==> src/rtl/ex_div_if.sv <==
// Divider handshake bundle between the EX stage control and the iterative divider.
// Latency: none (pure signal grouping).
// Backpressure: pause_req from the divider holds ID/EX and upstream while it is busy.
//
// Ports / members:
//   start, signed_op, dividend, divisor, cancel  -- driven by the pipeline (master)
//   pause_req, done, quotient, remainder         -- driven by the divider (slave)
interface ex_div_if #(
    parameter int WIDTH = 32
);
    logic             start;
    logic             signed_op;
    logic [WIDTH-1:0] dividend;
    logic [WIDTH-1:0] divisor;
    logic             cancel;
    logic             pause_req;
    logic             done;
    logic [WIDTH-1:0] quotient;
    logic [WIDTH-1:0] remainder;

    modport master (
        output start, signed_op, dividend, divisor, cancel,
        input  pause_req, done, quotient, remainder
    );

    modport slave (
        input  start, signed_op, dividend, divisor, cancel,
        output pause_req, done, quotient, remainder
    );
endinterface

==> src/rtl/ex_div.sv <==
// Iterative restoring divider (signed/unsigned) for the execute stage, one quotient bit per cycle.
// Latency: done in cycle WIDTH+1 after the start acceptance edge; cycle 1 for divide by zero.
// Backpressure: raises pause_req while an operation is accepted/in progress; cancel abandons it.
//
// Ports:
//   clk  - clock, rising edge
//   rst  - asynchronous active-low reset
//   bus  - ex_div_if.slave: start/signed_op/dividend/divisor/cancel in,
//          pause_req/done/quotient/remainder out
module ex_div #(
    parameter int WIDTH = 32,
    parameter int CNT_W = 6
) (
    input  logic     clk,
    input  logic     rst,
    ex_div_if.slave  bus
);

    typedef enum logic [1:0] {
        IDLE = 2'd0,
        CALC = 2'd1,
        DONE = 2'd2
    } state_t;

    state_t state, state_nxt;

    logic [CNT_W-1:0] cnt;
    logic [WIDTH-1:0] prem;      // partial remainder
    logic [WIDTH-1:0] work;      // dividend bits shift out, quotient bits shift in
    logic [WIDTH-1:0] dvs;       // |divisor|
    logic             q_neg;
    logic             r_neg;
    logic [WIDTH-1:0] quo_r;
    logic [WIDTH-1:0] rem_r;

    // Operand preparation for the IDLE acceptance cycle.
    logic             accept;
    logic             div_zero;
    logic             dvd_sgn;
    logic             dvs_sgn;
    logic [WIDTH-1:0] dvd_abs;
    logic [WIDTH-1:0] dvs_abs;

    always_comb begin
        accept   = (state == IDLE) && bus.start && !bus.cancel;
        div_zero = (bus.divisor == '0);
        dvd_sgn  = bus.signed_op && bus.dividend[WIDTH-1];
        dvs_sgn  = bus.signed_op && bus.divisor[WIDTH-1];
        dvd_abs  = dvd_sgn ? -bus.dividend : bus.dividend;
        dvs_abs  = dvs_sgn ? -bus.divisor  : bus.divisor;
    end

    // One restoring step. The shifted value is WIDTH+1 bits wide so the
    // carry out of the partial remainder takes part in the compare; when it
    // is set the difference still fits in WIDTH bits.
    logic [WIDTH:0]   shifted;
    logic             ge;
    logic [WIDTH-1:0] rem_step;
    logic [WIDTH-1:0] quo_step;
    logic             last_step;

    always_comb begin
        shifted   = {prem, work[WIDTH-1]};
        ge        = (shifted >= {1'b0, dvs});
        rem_step  = ge ? (shifted[WIDTH-1:0] - dvs) : shifted[WIDTH-1:0];
        quo_step  = {work[WIDTH-2:0], ge};
        last_step = (cnt == CNT_W'(WIDTH - 1));
    end

    // State register
    always_ff @(posedge clk or negedge rst) begin
        if (!rst) begin
            state <= IDLE;
        end else begin
            state <= state_nxt;
        end
    end

    // Next-state logic; cancel overrides everything.
    always_comb begin
        state_nxt = state;
        unique case (state)
            IDLE: begin
                if (accept) begin
                    state_nxt = div_zero ? DONE : CALC;
                end
            end
            CALC: begin
                if (last_step) begin
                    state_nxt = DONE;
                end
            end
            DONE:    state_nxt = IDLE;
            default: state_nxt = IDLE;
        endcase
        if (bus.cancel) begin
            state_nxt = IDLE;
        end
    end

    // Outputs
    always_comb begin
        bus.pause_req = !bus.cancel &&
                        (((state == IDLE) && bus.start) || (state == CALC));
        bus.done      = (state == DONE);
        bus.quotient  = quo_r;
        bus.remainder = rem_r;
    end

    // Datapath. Results only update on completion, so a cancelled operation
    // leaves the previous quotient/remainder visible.
    always_ff @(posedge clk or negedge rst) begin
        if (!rst) begin
            cnt   <= '0;
            prem  <= '0;
            work  <= '0;
            dvs   <= '0;
            q_neg <= 1'b0;
            r_neg <= 1'b0;
            quo_r <= '0;
            rem_r <= '0;
        end else begin
            unique case (state)
                IDLE: begin
                    if (accept) begin
                        if (div_zero) begin
                            quo_r <= '1;
                            rem_r <= bus.dividend;
                        end else begin
                            work  <= dvd_abs;
                            dvs   <= dvs_abs;
                            q_neg <= dvd_sgn ^ dvs_sgn;
                            r_neg <= dvd_sgn;
                            cnt   <= '0;
                            prem  <= '0;
                        end
                    end
                end
                CALC: begin
                    if (!bus.cancel) begin
                        prem <= rem_step;
                        work <= quo_step;
                        cnt  <= cnt + CNT_W'(1);
                        if (last_step) begin
                            quo_r <= q_neg ? -quo_step : quo_step;
                            rem_r <= r_neg ? -rem_step : rem_step;
                        end
                    end
                end
                default: ;
            endcase
        end
    end

endmodule

==> src/flat_wrapper.sv <==
// flat-port wrapper written by rule: the top's interface ports become plain ports
module ex_div_flat 
#(
    parameter int WIDTH = 32,
    parameter int CNT_W = 6
)
  (clk, rst, bus_start, bus_signed_op, bus_dividend, bus_divisor, bus_cancel, bus_pause_req, bus_done, bus_quotient, bus_remainder);
  ex_div_if #(.WIDTH(WIDTH)) bus_i ();
  input  logic clk;
  input  logic rst;
  input wire logic [$bits(bus_i.start)-1:0] bus_start;
  input wire logic [$bits(bus_i.signed_op)-1:0] bus_signed_op;
  input wire logic [$bits(bus_i.dividend)-1:0] bus_dividend;
  input wire logic [$bits(bus_i.divisor)-1:0] bus_divisor;
  input wire logic [$bits(bus_i.cancel)-1:0] bus_cancel;
  output wire logic [$bits(bus_i.pause_req)-1:0] bus_pause_req;
  output wire logic [$bits(bus_i.done)-1:0] bus_done;
  output wire logic [$bits(bus_i.quotient)-1:0] bus_quotient;
  output wire logic [$bits(bus_i.remainder)-1:0] bus_remainder;
  assign bus_i.start = bus_start;
  assign bus_i.signed_op = bus_signed_op;
  assign bus_i.dividend = bus_dividend;
  assign bus_i.divisor = bus_divisor;
  assign bus_i.cancel = bus_cancel;
  assign bus_pause_req = bus_i.pause_req;
  assign bus_done = bus_i.done;
  assign bus_quotient = bus_i.quotient;
  assign bus_remainder = bus_i.remainder;
  ex_div #(.WIDTH(WIDTH), .CNT_W(CNT_W)) u_core (.clk(clk), .rst(rst), .bus(bus_i));
endmodule
==> config.mk <==
export PLATFORM = sky130hd
export DESIGN_NAME = ex_div_flat
export DESIGN_NICKNAME = d
export VERILOG_FILES = /design/src/rtl/ex_div_if.sv /design/src/rtl/ex_div.sv /design/src/flat_wrapper.sv
export SDC_FILE = /design/constraint.sdc
export NUM_CORES = 1
export LEC_CHECK = 0
export CORE_MARGIN = 5
export CORE_UTILIZATION = 45
export DETAILED_ROUTE_END_ITERATION = 12
export HOLD_SLACK_MARGIN = 0.1
export PLACE_DENSITY = 0.69
export REMOVE_ABC_BUFFERS = 1
export SYNTH_ARGS = -nofsm -noshare
export SYNTH_HDL_FRONTEND = slang
export SYNTH_SLANG_ARGS = --single-unit
==> constraint.sdc <==
create_clock -name clk -period 4.5 [get_ports clk]
set_clock_uncertainty 0.1 [all_clocks]
set_input_delay 0.9 -clock clk [delete_from_list [all_inputs] [get_ports clk]]
set_output_delay 0.9 -clock clk [all_outputs]
set_load 0.01 [all_outputs]
==> results of run 1 <==
-- critical path: stages (launching register included) --
cell,delay (ns)
dfrtp_1,0.50
inv_1,0.10
ha_1,0.18
inv_1,0.06
fa_1,0.40
a21o_1,0.22
a311o_1,0.40
a21oi_1,0.15
nor3_1,0.09
xor2_1,0.19
or3_4,0.37
o31a_1,0.34
or3_4,0.43
o41ai_2,0.39
xnor2_1,0.19
a21oi_2,0.08
-- layer usage --
| layer | global-route usage (%) | vias to the layer above |
|---|---|---|
| li1 | - | 5732 |
| met1 | 31.3 | 5329 |
| met2 | 38.6 | 340 |
| met3 | 2.41 | 51 |
| met4 | 6.25 | 0 |
| met5 | 0 | - |
-- timing repair --
item                                    CTS  global route
gates resized for setup                   0             5
hold buffers                              0             0
endpoints found under the setup margin    0             5
-- flip-flops by register name (all words and copies together) (netlist names) --
register / flops
u_core.bus.quotient: 32
u_core.r_neg: 1
u_core.cnt: 6
u_core.prem: 32
u_core.work: 32
u_core.q_neg: 1
u_core.dvs: 32
u_core.bus.remainder: 32
u_core.state: 2
-- through the flow --
stage	setup WS [ns]	total power (W)
floorplan	-1.86	0.00676
global placement	0.154	0.00924
detailed placement	0.0905	0.00935
CTS	0.195	0.0109
global route	0.00869	0.0118
finish	0.195	0.0109
-- power groups by stage --
stage | clock network [W] | logic (W) | registers (W)
2_1_floorplan | 0 | 0.00430 | 0.00246
4_1_cts | 0.00151 | 0.00687 | 0.00248
3_3_place_gp | 0 | 0.00675 | 0.00249
6_report | 0.00148 | 0.00695 | 0.00249
3_5_place_dp | 0 | 0.00685 | 0.00250
5_1_grt | 0.00156 | 0.00769 | 0.00255
-- kinds of logic (layout without fill, tap and decap cells) --
logic type | count (synthesis) | count (layout)
and+or+nand+nor | 517 | 517
AOI/OAI and AO/OA | 488 | 488
DFF | 170 | 170
buffers and inverters | 149 | 312
xor gates and xnor gates | 140 | 140
adders and majority gates | 38 | 38
muxes | 23 | 23
-- worst max-delay path by stage --
stage          cells past startpoint  slack (ns)                       end
3_3_place_gp                      14        0.15    u_core.bus.quotient[3]
6_report                          15        0.19  u_core.bus.remainder[31]
4_1_cts                           16        0.19  u_core.bus.remainder[31]
5_1_grt                           17       0.009  u_core.bus.remainder[25]
3_5_place_dp                      14        0.09  u_core.bus.remainder[28]
2_1_floorplan                      9       -1.86  u_core.bus.remainder[26]
-- placed cells by master, fill, tap and decap left out, types with 16 or more instances in the layout --
master / n
nand4_1: 24
nor2_1: 141
xor2_1: 74
a21o_1: 16
a21oi_1: 147
buf_4: 83
dfrtp_1: 170
xnor2_1: 66
a31oi_1: 41
nor3_1: 27
and3_1: 16
o21ai_0: 162
o31ai_1: 29
inv_1: 57
ha_1: 36
clkdlybuf4s50_1: 133
clkbuf_16: 17
nand3_1: 31
or3_1: 20
nand2_1: 184
mux2i_1: 19
-- cells in the mapped netlist, drive strengths merged (5+ instances only) --
library cell,n,area [um2]
a22o,6,52.6
and3,16,100
or4,8,60.1
o31ai,30,230
a211oi,8,70.1
a21o,16,120
mux2i,19,190
xor2,74,648
o41ai,13,121
or3,23,159
and2,10,62.6
or2,11,68.8
nor4,13,93.8
o211ai,8,70.1
nand2,184,691
buf,22,115
inv,59,224
o22ai,5,31.3
o21ai,168,841
nand2b,6,37.5
nor3,28,140
nand3,32,165
nand4,24,150
clkbuf,68,255
a31oi,42,278
xnor2,66,578
ha,37,463
nor2,143,537
o21a,8,60.1
nor2b,6,37.5
a21oi,149,753
dfrtp,170,4250
-- layout make-up --
class / count / area share (%)
Clock buffer: 18 / 2.94
Clock inverter: 14 / 0.981
Inverter: 59 / 1.50
Multi-Input combinational cell: 1206 / 49.5
Sequential cell: 170 / 28.5
Tap cell: 341 / 2.86
Timing Repair Buffer: 221 / 13.7
==> results.md, run 1 <==
- Largest net degree at the start of global routing: 107
- Reg2reg setup slack: 0.19 ns
- Htree depth: 4
- Hold EP: u_core.dvs[15]
- Cell area after layout: 14900 um2
- Peak Freq: 232 MHz
- CP Capture Type: flop
- Ports: 135
- P&R area growth vs syn: 22.5%
- Post-DRT Antenna Nets: 0
- Sequential share of power: 22.8%
- Slew of the pin with the lowest slew margin: 1.02 ns
- Die Ht: 175 um
- CTS tree: yes
- Minimum clock period: 4.31 ns
- First-pass GRT wire length: 57.6 mm
- Seq. cell area: 4250 um2
- R2R depth: 15
- Vias: 11500
- # DRC: 0
- Vias in the first global route: 11100
- Logic pwr share: 63.6%
- Latest clock arrival within the worst-skew pair: 0.43 ns
- Complex-gate fraction of the synthesized area: 24.5%
- Cell Area, Synth: 12200 um2
- Layout cells sized above 1: 9.77%
- Drt pass-1 iters: 5
- FFs w/ async S/R, synth: 100%
- Worst vdd ir: 0.322 mV
- WL/cell: 17.3 um
- Clk buf depth: 2
- Critical Path RT: 4.71 ns
- Post-DR vias/cell: 5.64
- Reg-to-reg endpoint: u_core.bus.remainder[31]
- Post-synthesis sequential area ratio: 34.9%
- RSZ-0062 raised after global routing: false
- Yosys reg bits: 170
- Syn avg cell area: 7.99 um2
- Clock group share of total power: 13.5%
- Max-cap violations: 0
- Antenna violations before repair: 0
- # rows: 60
- Met1 WL: 16.2 mm
- Met2 WL: 16.6 mm
- Max Fanout on Critical Path: 4
- Post-synthesis xor/xnor area fraction: 10.1%
- Crit start category: flop
- Multiplexer share of the synthesized area: 1.96%
- Synth Area in Adders: 3.96%
- Outcome: completed
- Hold WC Path Type: reg2reg
- NumNets Final: 1782
- Num Clock Sinks: 170
- PD cells: 732 nW/um2
- Drt total wl: 35.2 mm
- Critical path arrival: 4.52 ns
- Number of library cell types mapped by synthesis: 80
- Critical path class: reg2reg
- WL met3: 1.72 mm
- Antenna cells: 0
- GPL Wtd Cong: 0.927
- Post-Syn Instances: 1525
- CTS clk-pin slew, worst paths: 0.08 ns
- Slew Limit Headroom: 31.4%
- Post-CTS setup buffers: 0
- Slew Limit Fails: 0
- Post-Synth Simple-Gate Area: 19.8%
- Yosys warns: 0
- TNS Setup: 0 ns
- Internal power: 0.00579 W
- Starting Density: 45.5%
- DR top layer: met4
- Post-DP HPWL: 27.2 mm
- Final setup fails: 0
- Area of placed instances: 14300 um2
- Crit. Startpoint: u_core.work[31]
- Filler instances: 2512
- Leakage: 6.26 nW
- CTS root buf: clkbuf_16
- Total GRT Usage: 22.9%
- Sw Share: 47.0%
- Core box area: 26800 um2
- Largest family of logic cells by synthesized area: compound AO/OA/AOI/OAI gates
- Post-synth EDFFs: 0
- GRT overflow: 0
- Hold Crit Depth: 2
- Tcrit/Tclk final: 95.7%
- I/O Buffers: 134
- Final cell count without fillers: 2029
- Hold WS: 0.385 ns
- Clock buffer count from CTS: 17
- Die span in x: 175 um
- DRT iter0 DRCs: 762
- Die ar.: 30500 um2
- Placed insts: 1997
- Reg-to-reg startpoint: u_core.work[31]
- Post-layout util: 55.7%
- HP Start: u_core.dvs[15]
- Psw: 0.00513 W
- Most used DFF post-synth: dfrtp_1
- Fin. Hold Viols: 0
- Area of the multi-input gates: 7390 um2
Power figures use the tool's default switching activity.
==> run 2, diff against run 1 <==
CTS_CLUSTER_SIZE = 10   (was not set)
SETUP_SLACK_MARGIN = 0.3   (was not set)
==> run 2 against run 1 <==
Compared with the run above:
- hold slack improved by 0.0018 ns
- sequential power barely moved
- highest routed layer unchanged
- non-clock buffer count up 14
- total power rose by 5.5%
- via count increased by 0.23%
- clock-buffer cell count unchanged
- die area unchanged
==> results.md, run 2 (same netlist as run 1, synthesis figures left out) <==
- HP Start: u_core.dvs[15]
- Internal power: 0.00610 W
- Hold WC Path Type: reg2reg
- Filler instances: 2479
- Drt pass-1 iters: 6
- Met1 global-route usage: 31.4%
- Critical Path RT: 4.76 ns
- Largest net degree at the start of global routing: 107
- Tcrit/Tclk final: 91.1%
- Peak Freq: 244 MHz
- Hold EP: u_core.dvs[15]
- Hold_buf cts: 0
- Core box area: 26800 um2
- Clock group share of total power: 12.8%
- Die span in x: 175 um
- First-pass GRT wire length: 57.7 mm
- Reg2reg setup slack: 0.40 ns
- Num Clock Sinks: 170
- Outcome: completed
- Antenna cells: 0
- Met3 global-route usage: 2.44%
- NumNets Final: 1796
- Most frequent cells in the layout: nand2_1, dfrtp_1, o21ai_0
- Final setup fails: 0
- Crit start category: flop
- Clk buf depth: 2
- RSZ-0062 raised after global routing: true
- Critical path arrival: 4.36 ns
- R2R depth: 16
- I/O Buffers: 134
- Ports: 135
- Crit. Startpoint: u_core.prem[1]
- Vias in the first global route: 11100
- Leakage: 6.32 nW
- Commonest non-fill, non-tap cell in the layout: nand2_1
- DRT iter0 DRCs: 675
- WL/cell: 17.4 um
- Max Fanout on Critical Path: 7
- # rows: 60
- Logic pwr share: 65.5%
- Hold Crit Depth: 2
- GPL Wtd Cong: 0.927
- Most Crowded Layer GR: met2
- GRT overflow: 0
- P&R area growth vs syn: 26.0%
- Post-Place Worst Slack: 0.0905 ns
- Drt total wl: 35.5 mm
- Layout cells sized above 1: 13.7%
- Worst vdd ir: 0.371 mV
- Total GRT Usage: 22.9%
- Sequential share of power: 21.7%
- PD cells: 750 nW/um2
- Final worst slack: 0.399 ns
- Latest clock arrival within the worst-skew pair: 0.43 ns
- # DRC: 0
- Die ar.: 30500 um2
- Max-cap violations: 0
- Fin. Hold Viols: 0
- Slew Limit Headroom: 32.2%
- Slew of the pin with the lowest slew margin: 1.02 ns
- Post-DRT Antenna Nets: 0
- Grt met2 use: 38.7%
- Starting Density: 45.5%
- Antenna violations before repair: 0
- CTS root buf: clkbuf_16
- Psw: 0.00542 W
- Reg-to-reg endpoint: u_core.bus.remainder[26]
- Sw Share: 47.0%
- Reg-to-reg startpoint: u_core.prem[1]
- Clock buffer count from CTS: 17
- CTS tree: yes
- Post-DP HPWL: 27.2 mm
- CTS clk-pin slew, worst paths: 0.07 ns
- Minimum clock period: 4.10 ns
- Die Ht: 175 um
- Htree depth: 4
- TNS Setup: 0 ns
- Vias: 11500
- CP Capture Type: flop
- Critical path class: reg2reg
- Post-DR vias/cell: 5.62
- Slew Limit Fails: 0
## run 2: cell types whose count changed in the layout (fill, tap and decap cells not counted), moves of 9 or more
| cell | delta |
|---|---|
| a21oi_2 | +9 |
| ha_4 | +9 |
| buf_4 | +14 |
| a21oi_1 | -9 |
| ha_2 | +9 |
| ha_1 | -18 |
## run 2: worst max-delay path by stage
stage | slack, ns | cells past startpoint | end
final | 0.40 | 16 | u_core.bus.remainder[26]
after detailed placement | 0.09 | 14 | u_core.bus.remainder[28]
after floorplan | -1.86 | 9 | u_core.bus.remainder[26]
after global placement | 0.15 | 14 | u_core.bus.quotient[3]
after CTS | 0.26 | 15 | u_core.bus.remainder[31]
after global routing | 0.24 | 17 | u_core.bus.remainder[26]
## run 2: power groups by stage
stage,sequential (W),clock [W],combinational [W]
after floorplan,0.00246,0,0.00430
after global placement,0.00249,0,0.00675
after detailed placement,0.00250,0,0.00685
after CTS,0.00248,0.00151,0.00694
after global routing,0.00256,0.00156,0.00829
final,0.00250,0.00148,0.00754
## run 2: area by class of cell
cell class              instances  area [um2]  share of cell area [%]
multi-input cells            1206        7710                    50.2
flip-flops and latches        170        4260                    27.7
repair buffers                235        2150                    14.0
clock buffers                  18         439                    2.86
well taps                     341         427                    2.78
inverters                      59         226                    1.47
clock inverters                14         146                   0.953
## run 2: per-stage QoR
step / power (W) / utilization (%) / cell area (um2) / hold WS (ns) / cells
2_1_floorplan: 0.00676 / - / 11800 / 0.350 / 1435
3_3_place_gp: 0.00924 / 53.4 / 14300 / 0.366 / 1997
3_5_place_dp: 0.00935 / 53.4 / 14300 / 0.374 / 1997
4_1_cts: 0.0109 / 55.8 / 14900 / 0.389 / 2030
5_1_grt: 0.0124 / 57.3 / 15400 / 0.422 / 2043
6_report: 0.0115 / 57.3 / 15400 / 0.386 / 2043
## run 2: per-layer routing
| metal | up-vias | wire [um] | part of all wire [%] |
|---|---|---|---|
| met5 | - | 0 | 0 |
| met4 | 0 | 628 | 1.8 |
| met3 | 49 | 1640 | 4.6 |
| met2 | 323 | 16900 | 47 |
| met1 | 5349 | 16400 | 46 |
| li1 | 5757 | - | - |
## run 2: what timing repair did
action | 4_1_cts | 5_1_grt
pin swaps | 1 | 19
setup endpoints to repair | 5 | 21
buffers inserted | 1 | 13
resized for setup | 7 | 67
endpoints found under the hold margin | 0 | 0
## run 2: worst max-delay path: stages, from the launching register on
cell and delay (ns):
dfrtp_1 0.44, ha_4 0.24, buf_4 0.15, nand3b_1 0.15, a211oi_2 0.11, o211ai_2 0.29
a31oi_4 0.12, or3_4 0.48, inv_6 0.13, mux2i_4 0.27, ha_4 0.19, nand3_2 0.08
o41a_1 0.50, nor3_4 0.23, a21oi_2 0.08, or4_1 0.41, nand3_1 0.08
